**src/rtl/wb_stage.sv**
```systemverilog
// rtl/wb_stage.sv - writeback stage: retires ALU results and byte/half/word loads into the register file.
// Optional performance counters are built in when WB_STAGE_PERF_EN is defined.
module wb_stage #(
  parameter int ADDR_WIDTH = 5,
  parameter int DATA_WIDTH = 32
) (
  input  logic                  clk,
  input  logic                  rst_n,
  input  logic                  in_valid,
  output logic                  in_ready,
  input  logic [ADDR_WIDTH-1:0] in_rd,
  input  logic                  in_rd_wen,
  input  logic [DATA_WIDTH-1:0] in_result,
  input  logic                  in_is_load,
  input  logic [1:0]            in_ld_size,
  input  logic                  in_ld_unsigned,
  output logic                  mem_req_valid,
  input  logic                  mem_req_ready,
  output logic [DATA_WIDTH-1:0] mem_req_addr,
  input  logic                  mem_rsp_valid,
  input  logic [DATA_WIDTH-1:0] mem_rsp_data,
  output logic                  rf_wen,
  output logic [ADDR_WIDTH-1:0] rf_waddr,
  output logic [DATA_WIDTH-1:0] rf_wdata,
  output logic                  commit,
  output logic                  busy
`ifdef WB_STAGE_PERF_EN
  ,
  output logic [63:0]           perf_instret,
  output logic [31:0]           perf_mem_stall
`endif
);

  typedef enum logic [1:0] {
    S_IDLE = 2'd0,
    S_REQ  = 2'd1,
    S_RESP = 2'd2,
    S_WB   = 2'd3
  } state_e;

  state_e                  state_q;
  logic [ADDR_WIDTH-1:0]   rd_q;
  logic                    rd_wen_q;
  logic [DATA_WIDTH-1:0]   result_q;
  logic [1:0]              size_q;
  logic                    uns_q;
  logic                    rf_wen_q;
  logic [ADDR_WIDTH-1:0]   rf_waddr_q;
  logic [DATA_WIDTH-1:0]   rf_wdata_q;
  logic                    commit_q;

  logic [7:0]              byte_sel;
  logic [15:0]             half_sel;
  logic [DATA_WIDTH-1:0]   load_d;

  // result_q holds the effective address while a load is in flight.
  always_comb begin
    byte_sel = 8'd0;
    half_sel = 16'd0;
    load_d   = mem_rsp_data;
    case (result_q[1:0])
      2'b00:   byte_sel = mem_rsp_data[7:0];
      2'b01:   byte_sel = mem_rsp_data[15:8];
      2'b10:   byte_sel = mem_rsp_data[23:16];
      default: byte_sel = mem_rsp_data[31:24];
    endcase
    half_sel = result_q[1] ? mem_rsp_data[31:16] : mem_rsp_data[15:0];
    case (size_q)
      2'b00:   load_d = {{(DATA_WIDTH-8){~uns_q & byte_sel[7]}}, byte_sel};
      2'b01:   load_d = {{(DATA_WIDTH-16){~uns_q & half_sel[15]}}, half_sel};
      default: load_d = mem_rsp_data;
    endcase
  end

  always_ff @(posedge clk or negedge rst_n) begin
    if (!rst_n) begin
      state_q    <= S_IDLE;
      rd_q       <= '0;
      rd_wen_q   <= 1'b0;
      result_q   <= '0;
      size_q     <= 2'b00;
      uns_q      <= 1'b0;
      rf_wen_q   <= 1'b0;
      rf_waddr_q <= '0;
      rf_wdata_q <= '0;
      commit_q   <= 1'b0;
    end else begin
      commit_q <= 1'b0;
      rf_wen_q <= 1'b0;
      case (state_q)
        S_IDLE: begin
          if (in_valid) begin
            rd_q     <= in_rd;
            rd_wen_q <= in_rd_wen;
            result_q <= in_result;
            size_q   <= in_ld_size;
            uns_q    <= in_ld_unsigned;
            if (in_is_load) begin
              state_q <= S_REQ;
            end else begin
              state_q    <= S_WB;
              commit_q   <= 1'b1;
              rf_wen_q   <= in_rd_wen && (in_rd != '0);
              rf_waddr_q <= in_rd;
              rf_wdata_q <= in_result;
            end
          end
        end
        S_REQ: begin
          if (mem_req_ready) state_q <= S_RESP;
        end
        S_RESP: begin
          if (mem_rsp_valid) begin
            state_q    <= S_WB;
            commit_q   <= 1'b1;
            rf_wen_q   <= rd_wen_q && (rd_q != '0);
            rf_waddr_q <= rd_q;
            rf_wdata_q <= load_d;
          end
        end
        default: state_q <= S_IDLE;
      endcase
    end
  end

  assign in_ready      = (state_q == S_IDLE);
  assign busy          = (state_q != S_IDLE);
  assign mem_req_valid = (state_q == S_REQ);
  assign mem_req_addr  = {result_q[DATA_WIDTH-1:2], 2'b00};
  assign rf_wen        = rf_wen_q;
  assign rf_waddr      = rf_waddr_q;
  assign rf_wdata      = rf_wdata_q;
  assign commit        = commit_q;

`ifdef WB_STAGE_PERF_EN
  logic [63:0] instret_q;
  logic [31:0] stall_q;

  always_ff @(posedge clk or negedge rst_n) begin
    if (!rst_n) begin
      instret_q <= 64'd0;
      stall_q   <= 32'd0;
    end else begin
      if (commit_q) instret_q <= instret_q + 64'd1;
      if (state_q == S_REQ || state_q == S_RESP) stall_q <= stall_q + 32'd1;
    end
  end

  assign perf_instret   = instret_q;
  assign perf_mem_stall = stall_q;
`endif

endmodule

```
**config.mk**
```make
export PLATFORM = sky130hd
export DESIGN_NAME = wb_stage
export DESIGN_NICKNAME = d
export VERILOG_FILES = /design/src/rtl/wb_stage.sv
export SDC_FILE = /design/constraint.sdc
export NUM_CORES = 1
export LEC_CHECK = 0
export ABC_AREA = 1
export BUFFER_PORTS_ARGS = -buffer_cell sky130_fd_sc_hd__buf_2
export CAP_MARGIN = 15
export CORE_ASPECT_RATIO = 1.25
export CORE_MARGIN = 2
export CORE_UTILIZATION = 45
export CTS_CLUSTER_DIAMETER = 60
export DETAILED_ROUTE_END_ITERATION = 6
export PLACE_DENSITY = 0.75
export SLEW_MARGIN = 20
export SYNTH_ARGS = -nofsm -noshare
export SYNTH_HDL_FRONTEND = slang
export SYNTH_SLANG_ARGS = --single-unit
```
**constraint.sdc**
```tcl
create_clock -name clk -period 1.39 [get_ports clk]
set_input_delay 0.139 -clock clk [delete_from_list [all_inputs] [get_ports clk]]
set_output_delay 0.139 -clock clk [all_outputs]
set_load 0.05 [all_outputs]
```
# ---- Word-level counts from Yosys, hierarchy flattened
# Cells that the tools add are included.
# Widths: inputs -> output; s select.
dict set report word_totals {
  latch_bits 0
  in_bits 79
  rom_bits 0
  register_bits 82
  out_inout_bits 74
  mem_bits_rw 0
  memories 0
  wordCells 58
}
dict set report op_classes {
  n_mul 0
  n_reduce_logical 12
  shift 0
  bitwise 3
  muxes 24
  order_cmp 0
  addsub 0
  div_mod_pow 0
  n_eq_ne 9
}
# operator count
set ops {}
lappend ops {{$pmux 32 s2} 2}
lappend ops {{$mux 32} 3}
lappend ops {{$pmux 8 s3} 1}
lappend ops {{$mux 16} 1}
lappend ops {{$mux 5} 3}
lappend ops {{$pmux 5 s2} 1}
lappend ops {{$reduce_bool 5->1} 2}
lappend ops {{$mux 2} 4}
lappend ops {{$eq 2x1->1 const B} 3}
lappend ops {{$logic_not 2->1} 3}
lappend ops {{$mux 1} 6}
lappend ops {{$ne 2x2->1 const B} 3}
lappend ops {{$pmux 2 s3} 1}
lappend ops {{$eq 2x2->1 const B} 2}
lappend ops {{$pmux 1 s2} 2}
lappend ops {{$reduce_and 4->1} 1}
lappend ops {{$reduce_bool 2->1} 2}
lappend ops {{$reduce_and 3->1} 1}
lappend ops {{$and 1x1->1} 2}
lappend ops {{$logic_and 1x1->1} 2}
lappend ops {{$ne 2x1->1 const B} 1}
lappend ops {{$reduce_and 2->1} 1}
lappend ops {{$not 1->1} 1}

# ---- Depth between registers and ports, before layout
dict set report depth {
  word_depth 6
  mapped_depth 11
  depth_no_buf 9
}

# ---- Worst setup path before layout
# Ideal clock, no wire load.
dict set report synth_path {
  path_kind {register to register}
  start {register state_q[0]}
  end {register state_q[1]}
  required_ps 1307
  arrival_time_ps 1793
  n_path_buf 0
  slack_ps -486
  period_less_slack_ps 1876
  setup_time_ps 83
  stages_incl_launch_ff 9
  path_cell_list {dfrtp_1 -> inv_1 -> ha_1 -> inv_1 -> nor2_1 -> nor2_1 -> nor2_1 -> nand2_1 -> o21ai_0}
}
dict set report synth_between {
  elab_chain_cells 3
  word_cells_on_any_way 8
  classes_between {eq/ne: 5; mux: 1; reduce/logical: 2}
}
# element line
set synth_lines {}
lappend synth_lines {{start, declared} 41} ;# state_e state_q;
lappend synth_lines {{start signal, assigned} 77} ;# state_q <= S_IDLE;
lappend synth_lines {{start signal, assigned} 99} ;# state_q <= S_REQ;
lappend synth_lines {{start signal, assigned} 101} ;# state_q <= S_WB;
lappend synth_lines {{$logic_not 2->1 (*)} n/a}
lappend synth_lines {{named net in_ready} 10} ;# output logic in_ready,
lappend synth_lines {{$ne 2x2->1 (no source line)} n/a}
lappend synth_lines {{$reduce_and 3->1 (no source line)} n/a}
# The timed path passes the listed nets; every way through them passes the cells marked *.
# A chain may end at the register's enable or synchronous reset.

# ---- Final worst setup path
dict set report layout_path {
  start {register state_q[1]}
  end {register rf_wdata_q[23] (netlist: rf_wdata[23])}
}
dict set report layout_between {
  elab_chain_cells 3
  word_cells_on_any_way 8
  classes_between {eq/ne: 4; mux: 1; reduce/logical: 3}
}
# element line
set layout_lines {}
lappend layout_lines {{$eq 2x2->1 / $logic_not 2->1 (equally long branches)} 90} ;# case (state_q)
lappend layout_lines {{$ne 2x2->1 (no source line) / $reduce_bool 2->1 (equally long branches)} n/a}
lappend layout_lines {{$reduce_and 4->1 (no source line)} n/a}
lappend layout_lines {{end signal, assigned} 105} ;# rf_wdata_q <= in_result;
lappend layout_lines {{end signal, assigned} 118} ;# rf_wdata_q <= load_d;
lappend layout_lines {{end, declared} 49} ;# logic [DATA_WIDTH-1:0] rf_wdata_q;
# Several ways; a longest one is shown, not always the timed one.

==> results.sh <==
export IMPL_status="finished with violations"
export IMPL_violations="setup timing"
export IMPL_clk_path_buf_depth=2
export IMPL_post_route_drc_count=0
export IMPL_layout_setup_ws_ns=-0.190
export IMPL_nets=824
export IMPL_synth_top_family_by_area="simple AND/OR/NAND/NOR gates"
export IMPL_required_ns=1.62
export IMPL_max_stage_delay_ns=0.41
export IMPL_hold_path_class="input port to register"
export IMPL_fin_crit_sh=1.14
export IMPL_setup_violations_final=67
export IMPL_detail_route_wl_per_cell_um=15.9
export IMPL_final_setup_skew_ns=0.00571
export IMPL_yosysWarnings=0
export IMPL_dp_hpwl_um=9720
export IMPL_synth_seq_cells=82
export IMPL_gr_total_overflow=0
export IMPL_finish_utilization=0.626
export IMPL_worstSetupPathType="register to register"
export IMPL_hold_slack_ns=0.0471
export IMPL_cts_sinks=82
export IMPL_cp_cell_sequence="inv_2 -> ha_4 -> nand2_2 -> inv_2 -> nor2_4 -> nand2_8 -> buf_4 -> buf_16 -> nand2_1 -> nand2_1"
export IMPL_finalHoldViolations=0
export IMPL_gp_congestion=0.887
export IMPL_synth_simple_area_share=0.231
export IMPL_clkLatencyLatePin_ns=0.34
export IMPL_stdcell_count=875
export IMPL_rrSetupSlack_ns=-0.19
export IMPL_critPathCaptureType="register"
export IMPL_grt_max_degree=31
export IMPL_drtAntennaViolNets=0
export IMPL_cts_max_level=3
export IMPL_maxCapViolations=0
export IMPL_drt_wl_total_um=13900
export IMPL_synth_xor_area_frac=0
export IMPL_p_leak_nw=3.35
export IMPL_layout_drive_gt1_share=0.389
export IMPL_grt_pass1_vias=4482
export IMPL_cts_buffers=9
export IMPL_die_h_um=118
export IMPL_dp_cells=845
export IMPL_grt_pass1_wl_um=21600
export IMPL_worst_path_max_delay_cell="dfrtp_2"
export IMPL_ys_types=32
export IMPL_rsz0062_at_grt="true"
export IMPL_synth_fa_ha_area_frac=0.0107
export IMPL_cp_num_buf_inv=4
export IMPL_path_delay_family="simple AND/OR/NAND/NOR gates"
export IMPL_fmax_ghz=0.633
export IMPL_finalCriticalPeriod_ns=1.58
export IMPL_muxShareOfSynthArea=0.0168
export IMPL_fp_row_count=41
export IMPL_dp_slack_ns=-0.195
export IMPL_first_iter_violations=321
export IMPL_grt_total_usage=0.247
export IMPL_coreArea_um2=10100
export IMPL_slew_viol_final=0
export IMPL_floorplan_initialDensity=0.464
export IMPL_drt_vias_per_instance=5.16
export IMPL_antenna_found_initial=0
export IMPL_critPathLaunchType="register"
export IMPL_synth_area_um2=4690
export IMPL_syn_inst=597
export IMPL_ir_drop_uv=2120
export IMPL_clkTransAtPathRegs_ns=0.06
export IMPL_synth_compound_area_frac=0.149
export IMPL_cts_root_buf="clkbuf_16"
export IMPL_area_growth_pct=35.0
export IMPL_die_area_um2=11300
export IMPL_place_port_buffers=150
export IMPL_avgSynthCellArea_um2=7.85
export IMPL_vias=4516
export IMPL_cp_max_fo=7
export IMPL_power_density_nw_per_um2=3070
export IMPL_die_w_um=95.3
export IMPL_io_pins=153
export IMPL_cts_tree="yes"
export IMPL_arrival_ns=1.81
export IMPL_diodes=0
export IMPL_drtPass1Iterations=5
export IMPL_ys_seq_area_frac=0.438
worst paths after layout:
path | from | to | depth (start not counted)
min in group asynchronous | rst_n | rf_wdata[31] | 2
worst min register to register | rf_wdata[24] | rf_wdata[24] | 2
worst max-delay path | state_q[1] | rf_wdata[23] | 10
worst max register to register | state_q[1] | rf_wdata[23] | 10
max in group asynchronous | rst_n | state_q[1] | 3
worst min-delay path | in_ld_size[0] | size_q[0] | 3
area by class of cell:
type,instances,area [um^2]
Clock buffer,11,233
Clock inverter,5,55.1
Fill cell,868,3780
Inverter,58,240
Multi-Input combinational cell,394,2180
Sequential cell,82,2050
Tap cell,129,161
Timing Repair Buffer,196,1400
cells in the final DEF, fill, tap and decap left out, types with 16 or more instances in the layout:
| cell | synthesis | routed |
|---|---|---|
| buf_2 | 4 | 146 |
| o21ai_0 | 43 | 22 |
| dfrtp_1 | 82 | 80 |
| inv_1 | 54 | 49 |
| a21oi_2 | 0 | 19 |
| nand2_1 | 173 | 170 |
| a21oi_1 | 72 | 51 |
| buf_4 | 35 | 24 |
| nand3_1 | 17 | 16 |
| o21ai_1 | 0 | 19 |
| nor2_1 | 35 | 27 |
tightest hold or removal path: stages:
cell	delay, ns
buf_2	0.08
nor2_1	0.03
a21oi_1	0.09
routing by layer:
| layer | part of all wire | vias up | GRT usage | wire [um] |
|---|---|---|---|---|
| met3 | 0.070 | 22 | 0.0506 | 976 |
| met4 | 0.019 | 0 | 0.0870 | 266 |
| met5 | 0 | - | 0 | 0 |
| met2 | 0.51 | 164 | 0.416 | 7150 |
| li1 | - | 2159 | - | - |
| met1 | 0.40 | 2171 | 0.309 | 5550 |
kinds of logic after synthesis:
| family | Yosys count |
|---|---|
| AOI/OAI and AO/OA | 130 |
| adders and majority gates | 4 |
| buffers and inverters | 122 |
| DFF | 82 |
| muxes | 7 |
| other | 1 |
| and+or+nand+nor | 251 |
through the flow:
| stage | cell area (um^2) | total power, mW | setup TNS [ns] |
|---|---|---|---|
| after floorplan | 4740 | 13.0 | -6.45 |
| after global placement | 5490 | 14.6 | -4.14 |
| after detailed placement | 5490 | 15.0 | -8.39 |
| after CTS | 6160 | 18.7 | -6.16 |
| after global routing | 6330 | 20.5 | -11.26 |
| final | 6330 | 19.4 | -7.17 |
synthesized netlist by cell type, drive strengths merged:
cell type	n	share of area
nand2	177	0.14
dfrtp	82	0.44
a21oi	73	0.080
inv	58	0.048
buf	52	0.092
o21ai	44	0.048
nor2	36	0.029
nand3	29	0.045
clkbuf	10	0.010
mux2	7	0.017
o21a	7	0.011
and2	6	0.0080
o31ai	5	0.0080
ha	4	0.011
nor3	2	0.0021
conb	1	0.00080
dlygate4sd1	1	0.0019
dlymetal6s2s	1	0.0027
nand4	1	0.0013
o22ai	1	0.0013
sequential cells by signal, indices dropped and copies added, names as in the netlist:
| signal | flops |
|---|---|
| commit | 1 |
| rd_q | 5 |
| rd_wen_q | 1 |
| result_q | 32 |
| rf_waddr | 5 |
| rf_wdata | 32 |
| rf_wen | 1 |
| size_q | 2 |
| state_q | 2 |
| uns_q | 1 |
report_power, final:
group          switching [mW]  internal, mW
Sequential              0.765          3.60
Combinational            8.32          4.40
Clock                   0.940          1.39
what timing repair did:
item                                    in CTS  in global routing
endpoints found under the setup margin      84                 84
hold buffers                                 1                  0
resized for setup                           68                 45
hold endpoints to repair                    25                  0
pin swaps                                    8                  8
cloned                                       4                  1
buffers inserted                             4                  7
No activity file was read; power rests on OpenSTA's default activity.
